$ cat config.mk
export PLATFORM = sky130hd
export DESIGN_NAME = minitb_ahb_slave
export DESIGN_NICKNAME = d
export VERILOG_FILES = /design/src/rtl/minitb_ahb_slave.sv
export SDC_FILE = /design/constraint.sdc
export NUM_CORES = 1
export LEC_CHECK = 0
export BUFFER_PORTS_ARGS = -buffer_cell sky130_fd_sc_hd__buf_4
export CAP_MARGIN = 10
export CORE_AREA = 2 2 301 303
export CTS_BUF_LIST = sky130_fd_sc_hd__clkbuf_4
export DETAILED_ROUTE_END_ITERATION = 12
export DIE_AREA = 0 0 303 305
export HOLD_SLACK_MARGIN = 0.03
export RECOVER_POWER = 100
export SLEW_MARGIN = 5
export SYNTH_ARGS = -nofsm -noshare
export SYNTH_HDL_FRONTEND = slang
export SYNTH_SLANG_ARGS = --single-unit
export TNS_END_PERCENT = 20
$ cat constraint.sdc
create_clock -name hclk -period 18.9 [get_ports hclk]
set_input_delay 0.945 -clock hclk [delete_from_list [all_inputs] [get_ports hclk]]
set_output_delay 0.945 -clock hclk [all_outputs]
set_load 0.01 [all_outputs]
$ cat src/rtl/minitb_ahb_slave.sv
// AHB-Lite single-slave word memory with programmable wait states.
// Out-of-range addresses get the two-cycle ERROR response and never touch memory.
module minitb_ahb_slave #(
    parameter int addrWidth  = 8,
    parameter int dataWidth  = 32,
    parameter int memDepth   = 16,
    parameter int waitStates = 0
) (
    input  logic                 hclk,
    input  logic                 hreset,
    input  logic [1:0]           htrans,
    input  logic [addrWidth-1:0] haddr,
    input  logic                 hwrite,
    input  logic [dataWidth-1:0] hwdata,
    output logic                 hready,
    output logic                 hresp,
    output logic [dataWidth-1:0] hrdata
);
    localparam int IDX_W = (memDepth > 1) ? $clog2(memDepth) : 1;
    localparam logic [addrWidth:0] DEPTH = (addrWidth + 1)'(memDepth);
    localparam logic [3:0] WS = 4'(waitStates);

    typedef enum logic [2:0] {S_IDLE, S_WAIT, S_DATA, S_ERR1, S_ERR2} state_t;

    state_t               state, state_n;
    logic [3:0]           cnt, cnt_n;
    logic [IDX_W-1:0]     addr_q;
    logic                 write_q;
    logic [dataWidth-1:0] mem [memDepth];

    logic                 accept, in_range, rd_wr, fwd;
    logic [IDX_W-1:0]     rd_idx;
    logic [dataWidth-1:0] rd_word;

    assign hready = !(state == S_WAIT || state == S_ERR1);
    assign hresp  = (state == S_ERR1 || state == S_ERR2);

    always_comb begin
        accept   = hready && htrans[1];
        in_range = {1'b0, haddr} < DEPTH;
        state_n  = state;
        cnt_n    = cnt;
        case (state)
            S_WAIT: begin
                cnt_n = cnt - 4'd1;
                if (cnt == 4'd1) state_n = S_DATA;
            end
            S_ERR1: state_n = S_ERR2;
            default: begin
                if (!accept)        state_n = S_IDLE;
                else if (!in_range) state_n = S_ERR1;
                else if (WS == 4'd0) state_n = S_DATA;
                else begin
                    state_n = S_WAIT;
                    cnt_n   = WS;
                end
            end
        endcase
    end

    // The read address comes from the bus on a zero-wait entry, from addr_q after waits.
    // A write committing on the same edge is forwarded so the read never sees the stale word.
    always_comb begin
        rd_idx  = (state == S_WAIT) ? addr_q : haddr[IDX_W-1:0];
        rd_wr   = (state == S_WAIT) ? write_q : hwrite;
        fwd     = (state == S_DATA) && write_q && (addr_q == rd_idx);
        rd_word = fwd ? hwdata : mem[rd_idx];
    end

    always_ff @(posedge hclk or posedge hreset) begin
        if (hreset) begin
            state   <= S_IDLE;
            cnt     <= '0;
            addr_q  <= '0;
            write_q <= 1'b0;
            hrdata  <= '0;
            for (int i = 0; i < memDepth; i++) mem[i] <= '0;
        end else begin
            state <= state_n;
            cnt   <= cnt_n;
            if (accept) begin
                addr_q  <= haddr[IDX_W-1:0];
                write_q <= hwrite;
            end
            if (state == S_DATA && write_q) mem[addr_q] <= hwdata;
            hrdata <= (state_n == S_DATA && !rd_wr) ? rd_word : '0;
        end
    end
endmodule

* After elaboration in Yosys (flattened, before gate mapping) *
Index checks and enable logic that the tools add are counted.

operators by class
  $add $sub $neg = 1
  $lt $le $gt $ge = 4
  eq/ne operators = 7
  muxes and demuxes = 14
  bitwise logic cells = 2
  reductions and logical operators = 9

operators by type and width
  cell                 number
  $bwmux 512           1
  $mux 32              5
  $bmux 32 s4          1
  $demux 32 s4         1
  $ge 5x5->1 const B   2
  $not 4->5            2
  $eq 3x2->1 const B   3
  $lt 8x5->1 const B   1
  $pmux 3 s2           1
  $logic_and 1x1->1    5
  $lt 5x1->1 const B   1
  $eq 4x1->1 const B   1
  $eq 4x4->1           1
  $mux 4               1
  $sub 4x1->4 const B  1
  $eq 3x1->1 const B   1
  $eq 3x3->1 const B   1
  $mux 3               1
  $logic_not 1->1      2
  $logic_or 1x1->1     2
  $mux 1               2
  $mux 2               1

word-level totals
  bits in registers = 556
  output and inout port bits = 34

* Logic depth before layout (Yosys ltp) *
  word-level depth = 9
  mapped depth = 10
  mapped depth without buffers = 8

* Worst setup path before layout *
Ideal clock, no wire load.

  path kind = input port to flip-flop
  start = input haddr[0]
  end = register hrdata[31]
  data arrival time = 2639 ps
  required time = 18762 ps
  path slack = 16123 ps
  stages on the path = 7
  cell sequence = clkbuf_1 mux2_2 buf_4 mux4_2 mux2_2 a22oi_1 o211ai_1

on the way
  word-level cells in the longest chain between the ends = 7

ends and longest elaborated chain
  element                                              line    RTL
  from (decl)                                          12      input logic [addrWidth-1:0] haddr,
  $lt 8x5->1 / $mux 4 (equally long branches)          40, 64
  $mux 1 / $not 4->5 (equally long branches)           51, 67
  $mux 2 / $bmux 32 s4 (equally long branches)         50, 67
  $pmux 3 s2 / $mux 32 (equally long branches)         43, 67
  $eq 3x2->1 / $mux 32 (equally long branches)         86, 67
  $logic_and 1x1->1 / $mux 32 (equally long branches)  86, 67
  $mux 32 *                                            86      hrdata <= (state_n == S_DATA && !rd_wr) ? rd_word : '0;
  to (signal assigned)                                 86
  to (decl)                                            17      output logic [dataWidth-1:0] hrdata

Mark *: on every way between the ends. The rest lies on a longest branch, timed or not. The select of a mux whose other input is x is not followed.
A chain may end at the register's enable or synchronous reset.

==> impl_metrics.env <==
export IMPL_syn_num_nets=2074
export IMPL_antenna_found_initial=3
export IMPL_ys_seq_elements=556
export IMPL_drt_iter0_drc=939
export IMPL_netlist_area_um2=26500
export IMPL_cts_tree="yes"
export IMPL_nNetsFinal=2168
export IMPL_endpoint_kind="asynchronous set/reset pin"
export IMPL_criticalPathCategory="in -> async"
export IMPL_syn_inst=2027
export IMPL_ctsHtreeMaxLevel=4
export IMPL_die_x_um=303
export IMPL_area_delta_synth_final_pct=12.6
export IMPL_ys_seq_area_share_pct=52.4
export IMPL_grt_pass1_vias=19116
export IMPL_grt_max_degree=146
export IMPL_num_io_pins=79
export IMPL_setup_viol=0
export IMPL_crit_arrival_ns=8.99
export IMPL_cp_common_cell="buf_4"
export IMPL_rsz0062_at_grt="false"
export IMPL_critical_path_top_delay_family="buffers and inverters"
export IMPL_die_area_um2=92400
export IMPL_drive_above_1_share_pct=42.7
export IMPL_first_pass_iters=9
export IMPL_clock_sinks=556
export IMPL_finalSetupTns_ns=0
export IMPL_cts_buffer_depth=3
export IMPL_critPathLaunchType="primary input"
export IMPL_num_rows=110
export IMPL_num_vias=17542
export IMPL_rr_worst_depth=9
export IMPL_cp_cell_sequence="dlygate4sd3_1 -> clkbuf_4 -> clkinvlp_2 -> clkbuf_1 -> buf_4 -> buf_4"
export IMPL_ctsHoldBuffers=1
export IMPL_regToRegStartpoint="state[2]"
export IMPL_finalPower_mw=4.81
export IMPL_final_util_pct=33.5
export IMPL_rrSetupSlack_ns=10.95
export IMPL_slowest_delay_ns=2.77
export IMPL_status="complete, but fails checks"
export IMPL_yosys_warnings=0
export IMPL_worst_slack_ns=10.82
export IMPL_worstReg2RegEnd="hrdata[29]"
export IMPL_relSlewSlack_pct=-213
export IMPL_powerDensity_nw_per_um2=161
export IMPL_clk_pin_slew_worst_paths_ns=0.07
export IMPL_gp_congestion=0.748
export IMPL_min_delay_start="haddr[2]"
export IMPL_gr_total_overflow=0
export IMPL_dp_hpwl_mm=40.6
export IMPL_stdcell_area_um2=29900
export IMPL_drc=5
export IMPL_root_buffer="clkbuf_4"
export IMPL_fin_skew_ns=0.0891
export IMPL_worst_slew_pin_slew_ns=4.67
export IMPL_ant_nets=0
export IMPL_wire_per_inst_um=21.3
export IMPL_timing_hold_ws_ns=0.225
export IMPL_dp_slack_ns=14.43
export IMPL_worst_hold_path_type="in -> reg"
export IMPL_fp_dieH_um=305
export IMPL_synth_cell_types=48
export IMPL_cts_setup_buffers=0
export IMPL_peakVddDrop_mv=0.0904
export IMPL_core_area_um2=89300
export IMPL_cp_max_fo=106
export IMPL_maxCapViolCount=24
export IMPL_fmaxAchievable_mhz=124
export IMPL_p_leak_nw=12.8
export IMPL_place_area_um2=28200
export IMPL_drt_total_wl_mm=72.7
export IMPL_port_buffers=77
export IMPL_viasPerCell=5.14
export IMPL_gr_usage_all_layers_pct=16.0
export IMPL_crit_buf_inv=6
export IMPL_dpl_cell_count=3138
export IMPL_grt_first_pass_wirelength_mm=113
export IMPL_clock_latency_ns=0.99
export IMPL_critPathRequiredTime_ns=19.81
export IMPL_start_util_pct=29.7
export IMPL_slew_viol_final=799
export IMPL_cts_resized_gates=0
export IMPL_fin_cells=3412
export IMPL_slowest_stage="clkbuf_1"
export IMPL_period_minus_slack_ns=8.08
export IMPL_cts_buffers=156
export IMPL_fin_crit_sh_pct=42.7
export IMPL_min_to="addr_q[2]"
export IMPL_syn_avg_cell_area_um2=13.1
export IMPL_violations="DRC, capacitance limit, slew limit"
export IMPL_min_path_cells=2
export IMPL_hold_viol=0
## state kept, by name, summed over array words and instances, names as in the netlist
name and flops:
mem 512, hrdata 32, addr_q 4, cnt 4, state 3, write_q 1
## placed cells by master, fill, tap and decap left out, types with 4 or more instances in the layout
cell / count
mux4_2: 91
nand3_1: 95
mux2i_1: 10
o211ai_1: 27
dfrtp_1: 555
mux2_1: 15
nor2_1: 10
nand2_1: 220
and2_1: 26
buf_4: 58
nor2b_1: 5
o21ai_1: 18
nor4_1: 4
a22oi_1: 29
a21oi_1: 16
clkbuf_1: 57
inv_1: 29
nor3_1: 4
a211oi_1: 56
clkbuf_4: 238
o21ai_0: 20
xor2_1: 5
inv_2: 6
clkinv_1: 24
mux2_2: 538
a311oi_1: 26
a21o_1: 4
## cell type report
type	instances	area, um2
Antenna cell	3	7.51
Clock buffer	237	1780
Clock inverter	33	131
Fill cell	8701	59400
Inverter	30	114
Multi-Input combinational cell	1259	11800
Sequential cell	556	13900
Tap cell	1176	1470
Timing Repair Buffer	118	687
## cell usage after synthesis (all sizes together)
library cell	instances	share of area (%)
a211oi	57	1.6
a21o	5	0.14
a21oi	17	0.36
a22oi	29	0.82
a311oi	26	0.86
a32oi	2	0.066
and2	28	0.66
and3	2	0.047
buf	95	1.7
clkbuf	87	1.2
dfrtp	556	52
ha	2	0.094
inv	30	0.42
mux2	555	24
mux2i	11	0.46
mux4	91	7.7
nand2	223	3.2
nand2b	3	0.071
nand3	95	1.8
nand4b	1	0.033
nor2	10	0.14
nor2b	6	0.14
nor3	5	0.11
nor3b	3	0.15
nor4	5	0.12
nor4b	1	0.057
nor4bb	1	0.038
o2111ai	3	0.099
o211ai	27	0.76
o21ai	38	0.72
o221ai	2	0.066
o22a	1	0.033
o22ai	1	0.024
o311ai	1	0.033
or3b	1	0.033
xnor2	2	0.066
xor2	5	0.16
## report_power, final
| part | total (mW) | leakage, nW | internal (mW) | switching, mW |
|---|---|---|---|---|
| logic | 1.73 | 4.68 | 0.912 | 0.821 |
| registers | 2.01 | 6.92 | 1.71 | 0.299 |
| clock network | 1.07 | 1.17 | 0.567 | 0.505 |
| total | 4.81 | 12.8 | 3.19 | 1.63 |
## kinds of logic after synthesis
family | Yosys count | synth area share [%]
compound gates | 209 | 5.61
flops | 556 | 52.4
xor+xnor | 7 | 0.231
mux | 657 | 31.7
fa+ha+maj | 2 | 0.0943
buf+inv | 212 | 3.37
simple gates | 384 | 6.54
## metal layers
layer  global-route usage [%]  vias to the layer above  routed length (um)  share of wire, %
met3                     3.46                      139                3380               4.7
met2                     27.1                      495               37100                51
li1                         -                     7688                   -                 -
met4                     6.05                        2                1690               2.3
met5                        0                        -                  10             0.014
met1                     19.9                     9218               30500                42
## how the worst max path moves through the flow
stage | startpoint | to | cells past startpoint
6_report | hreset | mem[105] | 6
5_1_grt | hreset | mem[105] | 6
4_1_cts | state[2] | hrdata[0] | 7
3_5_place_dp | haddr[1] | hrdata[29] | 8
3_3_place_gp | haddr[1] | hrdata[29] | 8
2_1_floorplan | hreset | addr_q[0] | 1
Power figures use the tool's default switching activity.
